**src/rtl/note_scheduler.sv**
```systemverilog
// note_scheduler
//
// Sequencing controller for the sine-wave sample datapath.
//  - Accepts notes (pitch index + duration in beats) over a valid/ready
//    handshake, looks up the phase step in an external synchronous ROM,
//    drives step_size to the sine reader and counts beats until the note
//    expires (note_done pulse).
//  - Turns codec sample requests into fixed-latency (4 cycle) output
//    strobes. Requests that are not audible (rest, pause, idle) return 0
//    and never advance the sine reader.
//
// Ports
//  clk, reset          clock; asynchronous active-high reset
//  play                level, 0 = pause (beats ignored, output silent)
//  note_valid/ready    note handshake; ready is high exactly in IDLE
//  note, duration      pitch index (0 = rest) and length in beats
//  beat                one-cycle beat pulse
//  rom_addr/rom_data   frequency ROM port, one cycle read latency
//  step_size           phase step to sine reader
//  generate_next       one-cycle advance pulse to sine reader
//  sample_request      codec sample request pulse
//  sample_ready/in     sine reader sample strobe and data
//  sample_out(_valid)  gated sample to codec with one-cycle strobe
//  note_done           one-cycle pulse at note end
//  sync_err            sticky; sine reader strobe did not line up
module note_scheduler #(
  parameter int NOTE_W = 6,
  parameter int DUR_W  = 6,
  parameter int STEP_W = 20
) (
  input  logic              clk,
  input  logic              reset,
  input  logic              play,
  input  logic              note_valid,
  input  logic [NOTE_W-1:0] note,
  input  logic [DUR_W-1:0]  duration,
  output logic              note_ready,
  input  logic              beat,
  output logic [NOTE_W-1:0] rom_addr,
  input  logic [STEP_W-1:0] rom_data,
  output logic [STEP_W-1:0] step_size,
  output logic              generate_next,
  input  logic              sample_request,
  input  logic              sample_ready,
  input  logic [15:0]       sample_in,
  output logic [15:0]       sample_out,
  output logic              sample_out_valid,
  output logic              note_done,
  output logic              sync_err
);

  typedef enum logic [1:0] {
    IDLE   = 2'd0,
    LOOKUP = 2'd1,
    LOAD   = 2'd2,
    PLAY   = 2'd3
  } state_t;

  state_t            state;
  logic [NOTE_W-1:0] note_reg;
  logic [DUR_W-1:0]  dur_reg;
  logic [DUR_W-1:0]  remaining;

  // Stage i holds the request seen i+1 cycles ago and whether it was audible.
  logic [2:0]        req_pipe;
  logic [2:0]        aud_pipe;
  logic              audible;
  logic              expect_sample;

  // Audible is judged from the pre-edge state in the cycle the request is seen.
  assign audible       = (state == PLAY) && play && (note_reg != '0);
  assign generate_next = req_pipe[0] & aud_pipe[0];
  assign expect_sample = req_pipe[2] & aud_pipe[2];

  // Note sequencing FSM. note_ready is kept as a register that tracks the
  // next state, so it equals (state == IDLE) in every cycle.
  always_ff @(posedge clk or posedge reset) begin
    if (reset) begin
      state      <= IDLE;
      note_ready <= 1'b1;
      note_reg   <= '0;
      dur_reg    <= '0;
      remaining  <= '0;
      rom_addr   <= '0;
      step_size  <= '0;
      note_done  <= 1'b0;
    end else begin
      note_done <= 1'b0;
      case (state)
        IDLE: begin
          if (note_valid) begin
            note_reg <= note;
            dur_reg  <= duration;
            if (duration == '0) begin
              // Zero-length note: finish at once, leave the ROM untouched.
              note_done <= 1'b1;
            end else begin
              rom_addr   <= note;
              state      <= LOOKUP;
              note_ready <= 1'b0;
            end
          end
        end
        LOOKUP: begin
          // The ROM registers rom_addr on this edge.
          state <= LOAD;
        end
        LOAD: begin
          step_size <= (note_reg == '0) ? '0 : rom_data;
          remaining <= dur_reg;
          state     <= PLAY;
        end
        PLAY: begin
          // Beats during pause are dropped, which freezes the duration.
          if (beat && play) begin
            if (remaining == DUR_W'(1)) begin
              state      <= IDLE;
              note_ready <= 1'b1;
              step_size  <= '0;
              note_done  <= 1'b1;
            end else begin
              remaining <= remaining - DUR_W'(1);
            end
          end
        end
        default: begin
          state      <= IDLE;
          note_ready <= 1'b1;
        end
      endcase
    end
  end

  // Fixed-latency sample path. Every request produces exactly one strobe
  // four cycles later; the audible bit travels with it so in-flight
  // requests finish correctly even if play, the note or the state change.
  always_ff @(posedge clk or posedge reset) begin
    if (reset) begin
      req_pipe         <= '0;
      aud_pipe         <= '0;
      sample_out       <= '0;
      sample_out_valid <= 1'b0;
      sync_err         <= 1'b0;
    end else begin
      req_pipe         <= {req_pipe[1:0], sample_request};
      aud_pipe         <= {aud_pipe[1:0], sample_request & audible};
      sample_out_valid <= req_pipe[2];
      if (req_pipe[2]) begin
        sample_out <= aud_pipe[2] ? sample_in : 16'd0;
      end
      // The sine reader must strobe exactly when an audible request reaches
      // the capture stage; any other strobe pattern means the two sides
      // have drifted apart.
      if (sample_ready != expect_sample) begin
        sync_err <= 1'b1;
      end
    end
  end

endmodule

```
**config.mk**
```make
export PLATFORM = sky130hd
export DESIGN_NAME = note_scheduler
export DESIGN_NICKNAME = d
export VERILOG_FILES = /design/src/rtl/note_scheduler.sv
export SDC_FILE = /design/constraint.sdc
export NUM_CORES = 1
export LEC_CHECK = 0
export ABC_CLOCK_PERIOD_IN_PS = 5000
export CORE_MARGIN = 5
export CORE_UTILIZATION = 32
export CTS_BUF_LIST = sky130_fd_sc_hd__clkbuf_4
export CTS_CLUSTER_DIAMETER = 80
export CTS_CLUSTER_SIZE = 8
export DETAILED_ROUTE_END_ITERATION = 10
export DONT_BUFFER_PORTS = 1
export SLEW_MARGIN = 20
export SYNTH_ARGS = -nofsm -noshare
export SYNTH_HDL_FRONTEND = slang
export SYNTH_SLANG_ARGS = --single-unit
```
**constraint.sdc**
```tcl
create_clock -name clk -period 5 [get_ports clk]
set_input_delay 0.75 -clock clk [delete_from_list [all_inputs] [get_ports clk]]
set_output_delay 0.75 -clock clk [all_outputs]
set_load 0.03 [all_outputs]
```
==> flow_metrics.env <==
export IMPL_rsz0062_at_grt="false"
export IMPL_reg2reg_slack_ns=2.81
export IMPL_slowest_delay_ns=0.73
export IMPL_post_cts_resized=0
export IMPL_postCtsSetupRepairBufs=0
export IMPL_status="finished, final reports clean"
export IMPL_synth_seq_cells=72
export IMPL_crit_chain="ha_1, and3_1, a31oi_4, o21ai_0"
export IMPL_grt_overflow=0
export IMPL_async_flop_share_pct=100
export IMPL_worstReg2RegStart="state[1]"
export IMPL_period_share_pct=43.9
export IMPL_syn_area_per_cell_um2=10.6
export IMPL_routedWlPerCell_um=15.7
export IMPL_synth_edf_count=0
export IMPL_timing_final_crit_period_ns=2.19
export IMPL_fin_setup_tns_ns=0
export IMPL_drc_errors=0
export IMPL_wl_mm=6.62
export IMPL_final_common_cell="dfrtp_1"
export IMPL_track_usage_pct=12.1
export IMPL_cts_root_buf="clkbuf_4"
export IMPL_switchingPower_mw=0.915
export IMPL_crit_path_start="state[1]"
export IMPL_synth_cells=287
export IMPL_fmax_mhz=456
export IMPL_placementRows=35
export IMPL_via_count=1986
export IMPL_initial_core_util_pct=32.9
export IMPL_intPower_mw=1.33
export IMPL_clock_sinks=72
export IMPL_portBuffers=0
export IMPL_dp_cells=404
export IMPL_syn_area_um2=3040
export IMPL_drv_slew=0
export IMPL_hold_class="in -> async"
export IMPL_top_regs="step_size: 20 flops, sample_out: 16 flops"
export IMPL_drive_gt1_share_pct=16.2
export IMPL_ant_nets=0
export IMPL_crit_type="reg -> reg"
export IMPL_cp_max_fo=40
export IMPL_cts_clk_slew_worst_paths_ns=0.12
export IMPL_htree_levels=3
export IMPL_crit_cells=4
export IMPL_synth_warnings=0
export IMPL_largest_reg_flops=20
export IMPL_post_place_ws_ns=2.76
export IMPL_critical_path_top_delay_family="compound AO/OA/AOI/OAI gates"
export IMPL_setup_viol=0
export IMPL_hold_buffers=0
export IMPL_synth_flop_cell="dfrtp_1"
export IMPL_yosys_cell_types_count=38
export IMPL_gp_routability_congestion=0.800
export IMPL_synth_seq_area_share_pct=59.3
export IMPL_cts_buffers=9
export IMPL_clkPwrFrac_pct=20.9
export IMPL_drt_iter0_markers=150
export IMPL_largest_register="step_size"
export IMPL_combinationalPowerShare_pct=27.7
export IMPL_synth_nets=347
export IMPL_critPathCapture="step_size[8]"
export IMPL_grt_max_degree=45
export IMPL_slew_headroom_pct=33.3
export IMPL_crit_path_start_kind="flip-flop"
export IMPL_fin_ws_ns=2.81
export IMPL_via_per_inst=4.72
export IMPL_power_share_switching_pct=40.8
export IMPL_io_pins=102
export IMPL_pwr_share_seq_pct=51.4
export IMPL_cp_arrival_ns=2.45
export IMPL_final_cell_mix="dfrtp_1 (71), nand2_1 (59), o21ai_0 (37)"
export IMPL_fin_skew_ns=0.0113
export IMPL_clock_latency_ns=0.41
export IMPL_first_pass_iters=7
export IMPL_r2r_end="step_size[8]"
export IMPL_irDropWorstVdd_uv=272
export IMPL_grt_first_pass_wirelength_mm=10.8
export IMPL_multi_input_area_um2=1110
export IMPL_worst_pin_slew_ns=0.997
export IMPL_chipHeight_um=107
export IMPL_path_buf_inv=0
export IMPL_dp_hpwl_mm=4.75
export IMPL_layout_cells_non_filler=421
export IMPL_die_w_um=107
export IMPL_seqCellArea_um2=1800
export IMPL_cts_tree="done"
export IMPL_grt_pass1_vias=2074
export IMPL_synthToLayoutAreaGrowth_pct=10.4
export IMPL_maxCapViolations=0
export IMPL_cts_buffer_depth=2
export IMPL_design_die_area_um2=11500
export IMPL_reg2reg_depth=4
export IMPL_p_per_area_nw_per_um2=668
export IMPL_power_leakage_nw=1.49
export IMPL_slowest_stage="a31oi_4"
export IMPL_crit_required_ns=5.25
export IMPL_end_kind="flip-flop"
export IMPL_hold_violations=0
export IMPL_utilization_pct=36.3
export IMPL_n_fill_cell=949
export IMPL_core_area_um2=9240
export IMPL_antenna_found_initial=1
export IMPL_nets=346
==> metal layers <==
layer / share of wire, % / vias to the layer above / GRT usage [%]
met5: 0 / - / 0
met4: 1.1 / 0 / 5.41
met3: 9.1 / 7 / 5.10
met2: 47 / 70 / 18.7
met1: 43 / 955 / 14.7
li1: - / 954 / -
==> final cells by class <==
type                       count  area share [%]
tap                          129            4.81
multi-input combinational    179            33.1
clock buffer                  10            2.24
sequential                    72            53.7
antenna                        1          0.0746
inverter                      23            2.61
clock inverter                 6            3.21
timing repair buffer           1           0.224
==> worst reg2reg max path: cells and delay by family, from the launching register on <==
kind	cells	cell delay, ns
and+or+nand+nor	1	0.27
adders and majority gates	1	0.35
DFF	1	0.43
AOI/OAI and AO/OA	2	0.99
==> Yosys cell counts (2+ instances only) <==
| library cell | number | area share (%) |
|---|---|---|
| mux2_2 | 13 | 4.8 |
| a31o_2 | 4 | 1.2 |
| nand4_1 | 2 | 0.41 |
| mux2_4 | 6 | 3.0 |
| a31oi_1 | 6 | 1.2 |
| o31ai_1 | 2 | 0.49 |
| nand2_1 | 59 | 7.3 |
| clkbuf_1 | 9 | 1.1 |
| a21oi_1 | 4 | 0.66 |
| a211oi_1 | 2 | 0.49 |
| dfrtp_1 | 71 | 58 |
| and2_1 | 5 | 1.0 |
| buf_1 | 2 | 0.25 |
| nand2b_1 | 2 | 0.41 |
| nor2_1 | 14 | 1.7 |
| o21ai_0 | 37 | 6.1 |
| ha_1 | 5 | 2.1 |
| inv_1 | 23 | 2.8 |
| nor4_1 | 2 | 0.41 |
==> kinds of logic (layout without fill, tap and decap cells) <==
group | Yosys count | count (layout) | synth area share (%)
AND/OR/NAND/NOR | 92 | 92 | 13.3
flip-flops | 72 | 72 | 59.3
AO/OA/AOI/OAI | 61 | 61 | 12.1
buffers and inverters | 36 | 40 | 4.82
multiplexers | 20 | 20 | 8.11
adder cells (fa/ha/maj) | 5 | 5 | 2.06
XOR/XNOR | 1 | 1 | 0.288
other | 0 | 1 | 0
==> power by group through the flow <==
| stage | Clock (mW) | Sequential [mW] | Combinational (mW) |
|---|---|---|---|
| finish | 0.468 | 1.15 | 0.622 |
| global route | 0.524 | 1.18 | 0.715 |
| CTS | 0.491 | 1.16 | 0.633 |
| detailed placement | 0 | 1.17 | 0.633 |
| global placement | 0 | 1.17 | 0.611 |
| floorplan | 0 | 1.11 | 0.534 |
==> metrics by stage <==
step	cell area (um^2)	hold WS (ns)	power, mW
final	3360	0.217	2.24
after global routing	3360	0.209	2.42
after CTS	3350	0.201	2.28
after detailed placement	3170	0.339	1.80
after global placement	3170	0.335	1.78
after floorplan	3040	0.331	1.65
==> how the worst min path moves through the flow <==
stage                               end  slack [ns]  depth (start not counted)
after floorplan             aud_pipe[2]        0.33                          0
after global placement      req_pipe[2]        0.33                          0
after detailed placement    aud_pipe[2]        0.34                          0
after CTS                 step_size[13]        0.20                          1
after global routing      sample_out[4]        0.21                          1
final                         note_done        0.22                          1
(Power assumes the default switching activity.)
